$ cat src/rtl/ps2_pkg.sv
`default_nettype none
// +----------------------------------------------------------------------+
// | ps2_pkg : shared PS/2 scan-code constants, data-word layout, rx FSM  |
// | Rev 1.0                                                              |
// +----------------------------------------------------------------------+
package ps2_pkg;

    localparam logic [7:0] SC_EXT = 8'hE0;
    localparam logic [7:0] SC_BRK = 8'hF0;

    // Bit positions inside the 16-bit CPU data word
    localparam int DW_VALID = 15;
    localparam int DW_OVF   = 14;
    localparam int DW_FERR  = 13;
    localparam int DW_EXT   = 9;
    localparam int DW_BRK   = 8;
    localparam int EVT_W    = 10;

    typedef enum logic [1:0] {
        RX_IDLE   = 2'd0,
        RX_DATA   = 2'd1,
        RX_PARITY = 2'd2,
        RX_STOP   = 2'd3
    } rx_state_t;

    function automatic logic is_prefix(input logic [7:0] code);
        return (code == SC_EXT) || (code == SC_BRK);
    endfunction

endpackage
`default_nettype wire

$ cat src/rtl/sync_fifo.sv
`default_nettype none
// +----------------------------------------------------------------------+
// | sync_fifo : single-clock show-ahead FIFO, simultaneous push/pop      |
// | Rev 1.0                                                              |
// +----------------------------------------------------------------------+
module sync_fifo #(
    parameter int WIDTH = 10,
    parameter int DEPTH = 8
) (
    input  logic             clk,
    input  logic             rst,
    input  logic             i_push,
    input  logic [WIDTH-1:0] i_wdata,
    input  logic             i_pop,
    output logic [WIDTH-1:0] o_rdata,
    output logic             o_full,
    output logic             o_empty
);

    localparam int AW = $clog2(DEPTH);
    localparam logic [AW:0] c_DEPTH = (AW+1)'(DEPTH);

    logic [WIDTH-1:0] r_mem [DEPTH];
    logic [AW-1:0]    r_wptr;
    logic [AW-1:0]    r_rptr;
    logic [AW:0]      r_count;
    logic             w_do_push;
    logic             w_do_pop;

    assign o_empty   = (r_count == '0);
    assign o_full    = (r_count == c_DEPTH);
    assign w_do_pop  = i_pop && !o_empty;
    // A full FIFO still accepts a push when the same cycle frees a slot
    assign w_do_push = i_push && (!o_full || w_do_pop);
    assign o_rdata   = r_mem[r_rptr];

    always_ff @(posedge clk or posedge rst) begin
        if (rst) begin
            r_wptr  <= '0;
            r_rptr  <= '0;
            r_count <= '0;
        end else begin
            if (w_do_push) r_wptr <= r_wptr + 1'b1;
            if (w_do_pop)  r_rptr <= r_rptr + 1'b1;
            case ({w_do_push, w_do_pop})
                2'b10:   r_count <= r_count + 1'b1;
                2'b01:   r_count <= r_count - 1'b1;
                default: r_count <= r_count;
            endcase
        end
    end

    always_ff @(posedge clk) begin
        if (w_do_push) r_mem[r_wptr] <= i_wdata;
    end

endmodule
`default_nettype wire

$ cat src/rtl/ps2_rx_fifo.sv
`default_nettype none
// +----------------------------------------------------------------------+
// | ps2_rx_fifo : PS/2 keyboard receiver with E0/F0 folding and FIFO     |
// | Rev 1.0                                                              |
// +----------------------------------------------------------------------+
module ps2_rx_fifo
    import ps2_pkg::*;
#(
    parameter int DEPTH       = 8,
    parameter int SYNC_STAGES = 2,
    parameter int TIMEOUT     = 5000
) (
    input  logic        clk,
    input  logic        rst,
    input  logic        ps2_clk,
    input  logic        ps2_data,
    input  logic        ren,
    output logic [15:0] data,
    output logic        irq
);

    localparam int TO_W = $clog2(TIMEOUT + 1);

    logic [SYNC_STAGES-1:0] r_clk_sync;
    logic [SYNC_STAGES-1:0] r_dat_sync;
    logic                   r_clk_prev;
    logic                   w_fall;
    logic                   w_bit;

    rx_state_t   r_state;
    rx_state_t   w_state_nxt;
    logic [2:0]  r_bitcnt;
    logic [7:0]  r_shift;
    logic        r_par;
    logic [TO_W-1:0] r_to_cnt;
    logic        w_to_hit;
    logic        w_frame_good;
    logic        w_frame_bad;

    logic        r_ext;
    logic        r_brk;
    logic        r_ovf;
    logic        r_ferr;
    logic        w_push;
    logic        w_ovf_set;
    logic [EVT_W-1:0] w_head;
    logic        w_full;
    logic        w_empty;
    logic [15:0] w_data;

    always_ff @(posedge clk or posedge rst) begin
        if (rst) begin
            r_clk_sync <= '1;
            r_dat_sync <= '1;
            r_clk_prev <= 1'b1;
        end else begin
            r_clk_sync <= {r_clk_sync[SYNC_STAGES-2:0], ps2_clk};
            r_dat_sync <= {r_dat_sync[SYNC_STAGES-2:0], ps2_data};
            r_clk_prev <= r_clk_sync[SYNC_STAGES-1];
        end
    end

    assign w_fall   = r_clk_prev && !r_clk_sync[SYNC_STAGES-1];
    assign w_bit    = r_dat_sync[SYNC_STAGES-1];
    assign w_to_hit = (r_to_cnt == TO_W'(TIMEOUT - 1));

    always_ff @(posedge clk or posedge rst) begin
        if (rst) r_state <= RX_IDLE;
        else     r_state <= w_state_nxt;
    end

    always_comb begin
        w_state_nxt  = r_state;
        w_frame_good = 1'b0;
        w_frame_bad  = 1'b0;
        if (r_state != RX_IDLE && !w_fall && w_to_hit) begin
            w_state_nxt = RX_IDLE;
            w_frame_bad = 1'b1;
        end else if (w_fall) begin
            case (r_state)
                RX_IDLE:   if (!w_bit) w_state_nxt = RX_DATA;
                RX_DATA:   if (r_bitcnt == 3'd7) w_state_nxt = RX_PARITY;
                RX_PARITY: w_state_nxt = RX_STOP;
                RX_STOP: begin
                    w_state_nxt = RX_IDLE;
                    // Odd parity: data bits plus parity bit carry an odd number of ones
                    if (w_bit && (^{r_shift, r_par})) w_frame_good = 1'b1;
                    else                              w_frame_bad  = 1'b1;
                end
                default:   w_state_nxt = RX_IDLE;
            endcase
        end
    end

    always_ff @(posedge clk or posedge rst) begin
        if (rst) begin
            r_bitcnt <= '0;
            r_shift  <= '0;
            r_par    <= 1'b0;
            r_to_cnt <= '0;
        end else begin
            if (r_state == RX_IDLE || w_fall) r_to_cnt <= '0;
            else                              r_to_cnt <= r_to_cnt + 1'b1;
            if (w_fall) begin
                case (r_state)
                    RX_IDLE:   r_bitcnt <= '0;
                    RX_DATA: begin
                        r_shift  <= {w_bit, r_shift[7:1]};
                        r_bitcnt <= r_bitcnt + 1'b1;
                    end
                    RX_PARITY: r_par <= w_bit;
                    default: ;
                endcase
            end
        end
    end

    assign w_push    = w_frame_good && !is_prefix(r_shift);
    assign w_ovf_set = w_push && w_full && !ren;

    always_ff @(posedge clk or posedge rst) begin
        if (rst) begin
            r_ext  <= 1'b0;
            r_brk  <= 1'b0;
            r_ovf  <= 1'b0;
            r_ferr <= 1'b0;
        end else begin
            if (w_frame_bad) begin
                r_ext <= 1'b0;
                r_brk <= 1'b0;
            end else if (w_frame_good) begin
                if (r_shift == SC_EXT)      r_ext <= 1'b1;
                else if (r_shift == SC_BRK) r_brk <= 1'b1;
                else begin
                    r_ext <= 1'b0;
                    r_brk <= 1'b0;
                end
            end
            // A new error in the clearing cycle takes priority
            if (w_ovf_set)   r_ovf <= 1'b1;
            else if (ren)    r_ovf <= 1'b0;
            if (w_frame_bad) r_ferr <= 1'b1;
            else if (ren)    r_ferr <= 1'b0;
        end
    end

    sync_fifo #(
        .WIDTH (EVT_W),
        .DEPTH (DEPTH)
    ) u_fifo (
        .clk     (clk),
        .rst     (rst),
        .i_push  (w_push),
        .i_wdata ({r_ext, r_brk, r_shift}),
        .i_pop   (ren),
        .o_rdata (w_head),
        .o_full  (w_full),
        .o_empty (w_empty)
    );

    always_comb begin
        w_data           = '0;
        w_data[DW_VALID] = !w_empty;
        w_data[DW_OVF]   = r_ovf;
        w_data[DW_FERR]  = r_ferr;
        if (!w_empty) w_data[EVT_W-1:0] = w_head;
    end

    assign data = w_data;
    assign irq  = !w_empty;

endmodule
`default_nettype wire
$ cat config.mk
export PLATFORM = sky130hd
export DESIGN_NAME = ps2_rx_fifo
export DESIGN_NICKNAME = d
export VERILOG_FILES = /design/src/rtl/ps2_pkg.sv /design/src/rtl/sync_fifo.sv /design/src/rtl/ps2_rx_fifo.sv
export SDC_FILE = /design/constraint.sdc
export NUM_CORES = 1
export LEC_CHECK = 0
export CORE_ASPECT_RATIO = 1.75
export CORE_MARGIN = 2
export CORE_UTILIZATION = 54
export DETAILED_ROUTE_END_ITERATION = 6
export HOLD_SLACK_MARGIN = 0.03
export PLACE_DENSITY = 0.75
export SLEW_MARGIN = 40
export SYNTH_ARGS = -nofsm -noshare
export SYNTH_HDL_FRONTEND = slang
export SYNTH_SLANG_ARGS = --single-unit
$ cat constraint.sdc
create_clock -name clk -period 2.84 [get_ports clk]
set_input_delay 0.568 -clock clk [delete_from_list [all_inputs] [get_ports clk]]
set_output_delay 0.568 -clock clk [all_outputs]
set_load 0.1 [all_outputs]
==> results.md <==
- Iter 0 DRT Violations: 144
- Fraction of registers with async set/reset: 36.51%
- TritonCTS Buffers: 17
- Power Total: 8123 uW
- Worst-path clk slew: 0.06 ns
- CTS tree: built
- Status: complete, no violations
- Die Span X: 79.25 um
- Die height: 135.7 um
- Final Setup Violations: 0
- Sequential fraction of the synthesis area: 66.53%
- Startpoint types: flip-flop
- CTS H-tree depth: 4
- Post-synth top cells: edfxtp_1 (80), dfrtp_1 (41), nor2_1 (29), nand2_1 (21), mux4_2 (20)
- Antenna cells: 0
- Ys flop type: edfxtp_1
- Slew margin rel.: 53.18%
- Yosys reg bits: 126
- Vias in the first global route: 3131
- Post-synth EDFFs: 80
- Final Hold Fails: 0
- Routed wire length: 9.684 mm
- Drt via density: 5.544
- YS warnings: 0
- Cell Pwr Density: 1238 nW/um2
- Cell count after synthesis: 343
- Ratio of cells with drive above 1 in the final layout: 31.28%
- Total gr overflow: 0
- # clock sinks: 126
- Cell mode on critical path: xor2_1
- Unique masters post-synth: 45
- Setup TNS: 0 ns
- Total GRT Usage: 20.15%
- VDD IR max: 0.8170 mV
- Starting Density: 54.99%
- Syn Area/Cell: 15.60 um2
- Slowest cell on the critical path: or3b_2
- Via count: 2944
- Antenna violations before repair: 0
- Top-area cell type share of the netlist area: 44.90%
- Multi-input gate area: 1710 um2
- Worst-skew pair later-pin latency: 0.42 ns
- Fin area: 6560 um2
- Die area: 10750 um2
- First-pass DRT Iterations: 4
- Unrepaired setup endpoints after global routing: no
- Post-CTS setup buffers: 0
- Crit-path cells: or3b_2, o41ai_1, buf_4, nor3b_2, nand2_2, ha_1, xor2_1, ha_1, a21oi_1, xor2_1, nor2_1, xor2_1
- DRC violations left: 0
- Post-DP HPWL: 6.444 mm
- Post-route ant nets: 0
- Static leakage: 0.002519 uW
- Core Area: 9729 um2
- Crit Path Category: reg2reg
- CP top delay family: simple AND/OR/NAND/NOR gates
- Worst Hold Class: reg2reg
- CP arrival: 2.93 ns
- Avg WL per Cell: 18.24 um
- Actual transition at the worst max-transition pin: 0.7023 ns
- # rows: 48
- # IOs: 22
- First-pass GRT wire length: 15.64 mm
- Critical Path Fanout Max: 5
- Max_cap viols: 0
- Placement Cell Area: 5932 um2
- Area leader, netlist: edfxtp_1
- Layout fillers: 669
- CTS max path bufs: 2
- P&R area growth vs syn: 22.61%
- Nets: 410
- Register area: 3560 um2
- Slowest stage delay, CP: 0.52 ns
- # hold bufs at CTS: 0
- Worst Path Buf+Inv: 1
- Clock skew: 0.01316 ns
- Top-count cell post-synth: edfxtp_1
- Placer Congestion: 0.7534
- Top cells by area, synth: edfxtp_1 (45%), dfrtp_1 (19%), mux4_2 (8.4%), ha_1 (2.8%), dfstp_2 (2.5%)
- Clock Tree Root: clkbuf_16
- Synth Cell Area: 5350 um2
- WP data required: 3.13 ns
- Final period util: 92.82%
- Max Freq: 0.3794 GHz
- Slew Limit Fails: 0
- Fin crit period: 2.636 ns
- Port bufs: 18
- Largest net degree at the start of global routing: 27
- CP Capture Type: flip-flop
- Post-CTS sizing: 0
## worst reg2reg max path, cell delays in order (launching register included)
cell and delay [ns]:
dfrtp_1 0.46, or3b_2 0.52, o41ai_1 0.30, buf_4 0.18, nor3b_2 0.05, nand2_2 0.07
ha_1 0.18, xor2_1 0.08, ha_1 0.18, a21oi_1 0.15, xor2_1 0.15, nor2_1 0.06
xor2_1 0.14
## layer usage
layer / wire (um) / global-route usage, % / vias up
met4: 145 / 8.046 / 0
met3: 261 / 5.200 / 12
met2: 5793 / 38.14 / 55
met5: 0 / 0 / -
li1: - / - / 1375
met1: 3483 / 20.56 / 1502
## placed cells by master, fill, tap and decap left out, types with 2 or more instances in the layout
| master | instances |
|---|---|
| edfxtp_1 | 80 |
| dfrtp_1 | 41 |
| buf_4 | 31 |
| nand2_1 | 21 |
| nor2_1 | 21 |
| mux4_2 | 20 |
| clkbuf_16 | 17 |
| xor2_1 | 12 |
| ha_1 | 12 |
| o21ai_0 | 11 |
| xnor2_1 | 11 |
| mux2_2 | 10 |
| mux2i_1 | 10 |
| buf_12 | 10 |
| inv_1 | 9 |
| nand3_1 | 8 |
| nor2_2 | 8 |
| nor3_1 | 7 |
| a21oi_1 | 6 |
| inv_6 | 6 |
| dfstp_2 | 5 |
| clkdlybuf4s50_1 | 4 |
| conb_1 | 3 |
| inv_8 | 3 |
| bufinv_16 | 3 |
| a32o_1 | 2 |
| nor4_2 | 2 |
| nand4_1 | 2 |
| or3_1 | 2 |
| nand2b_1 | 2 |
| nor3b_1 | 2 |
| nand3b_1 | 2 |
## state kept, by name (all words and copies together) (netlist names)
register        count
r_brk               1
u_fifo.r_rptr       3
r_par               1
r_dat_sync          2
u_fifo.r_mem       80
u_fifo.r_count      4
r_shift             8
r_ext               1
u_fifo.r_wptr       3
r_ovf               1
r_to_cnt           13
r_clk_prev          1
r_bitcnt            3
r_ferr              1
r_state             2
r_clk_sync          2
## cell families (layout without fill, tap and decap cells)
logic type,Yosys count,in the layout,share of synthesized area (%)
flip-flops,126,126,66.53
AND/OR/NAND/NOR,88,88,8.372
multiplexers,40,40,12.39
buffers and inverters,26,87,2.455
AO/OA/AOI/OAI,25,25,2.877
XOR/XNOR,25,25,4.490
adder cells (fa/ha/maj),12,12,2.806
other,1,3,0.07009
## area by class of cell
class                           instances  share of cell area (%)
Sequential cell                       126                   54.26
Multi-Input combinational cell        193                   26.07
Timing Repair Buffer                   45                   7.210
Clock buffer                           17                   6.485
Clock inverter                         15                   3.014
Tap cell                              125                   2.384
Inverter                               10                  0.5722
## through the flow
| step | cells | hold WS (ns) | worst slack, ns | util [%] |
|---|---|---|---|---|
| 6_report | 531 | 0.3572 | 0.2041 | 67.43 |
| 3_5_place_dp | 499 | 0.3509 | 0.05568 | 60.97 |
| 5_1_grt | 531 | 0.3645 | 0.03755 | 67.43 |
| 3_3_place_gp | 499 | 0.3463 | 0.06955 | 60.97 |
| 2_1_floorplan | 345 | 0.3452 | -0.02347 | - |
| 4_1_cts | 531 | 0.3599 | 0.1619 | 67.37 |
## power breakdown
part | total [uW] | internal [uW] | switching [uW]
logic | 3300 | 1350 | 1960
clock network | 2260 | 1410 | 850
registers | 2560 | 2260 | 293
## worst paths after layout
kind	startpoint	end	slack, ns	cells past startpoint
setup / recovery	r_shift[5]	u_fifo.r_count[2]	0.20	12
min in group asynchronous	rst	r_ovf	0.52	2
hold reg to reg	r_dat_sync[0]	r_dat_sync[1]	0.36	0
max in group asynchronous	rst	r_dat_sync[1]	1.69	3
hold / removal	r_dat_sync[0]	r_dat_sync[1]	0.36	0
setup reg to reg	r_shift[5]	u_fifo.r_count[2]	0.20	12
Note: power is estimated with default switching activity, not from simulation.
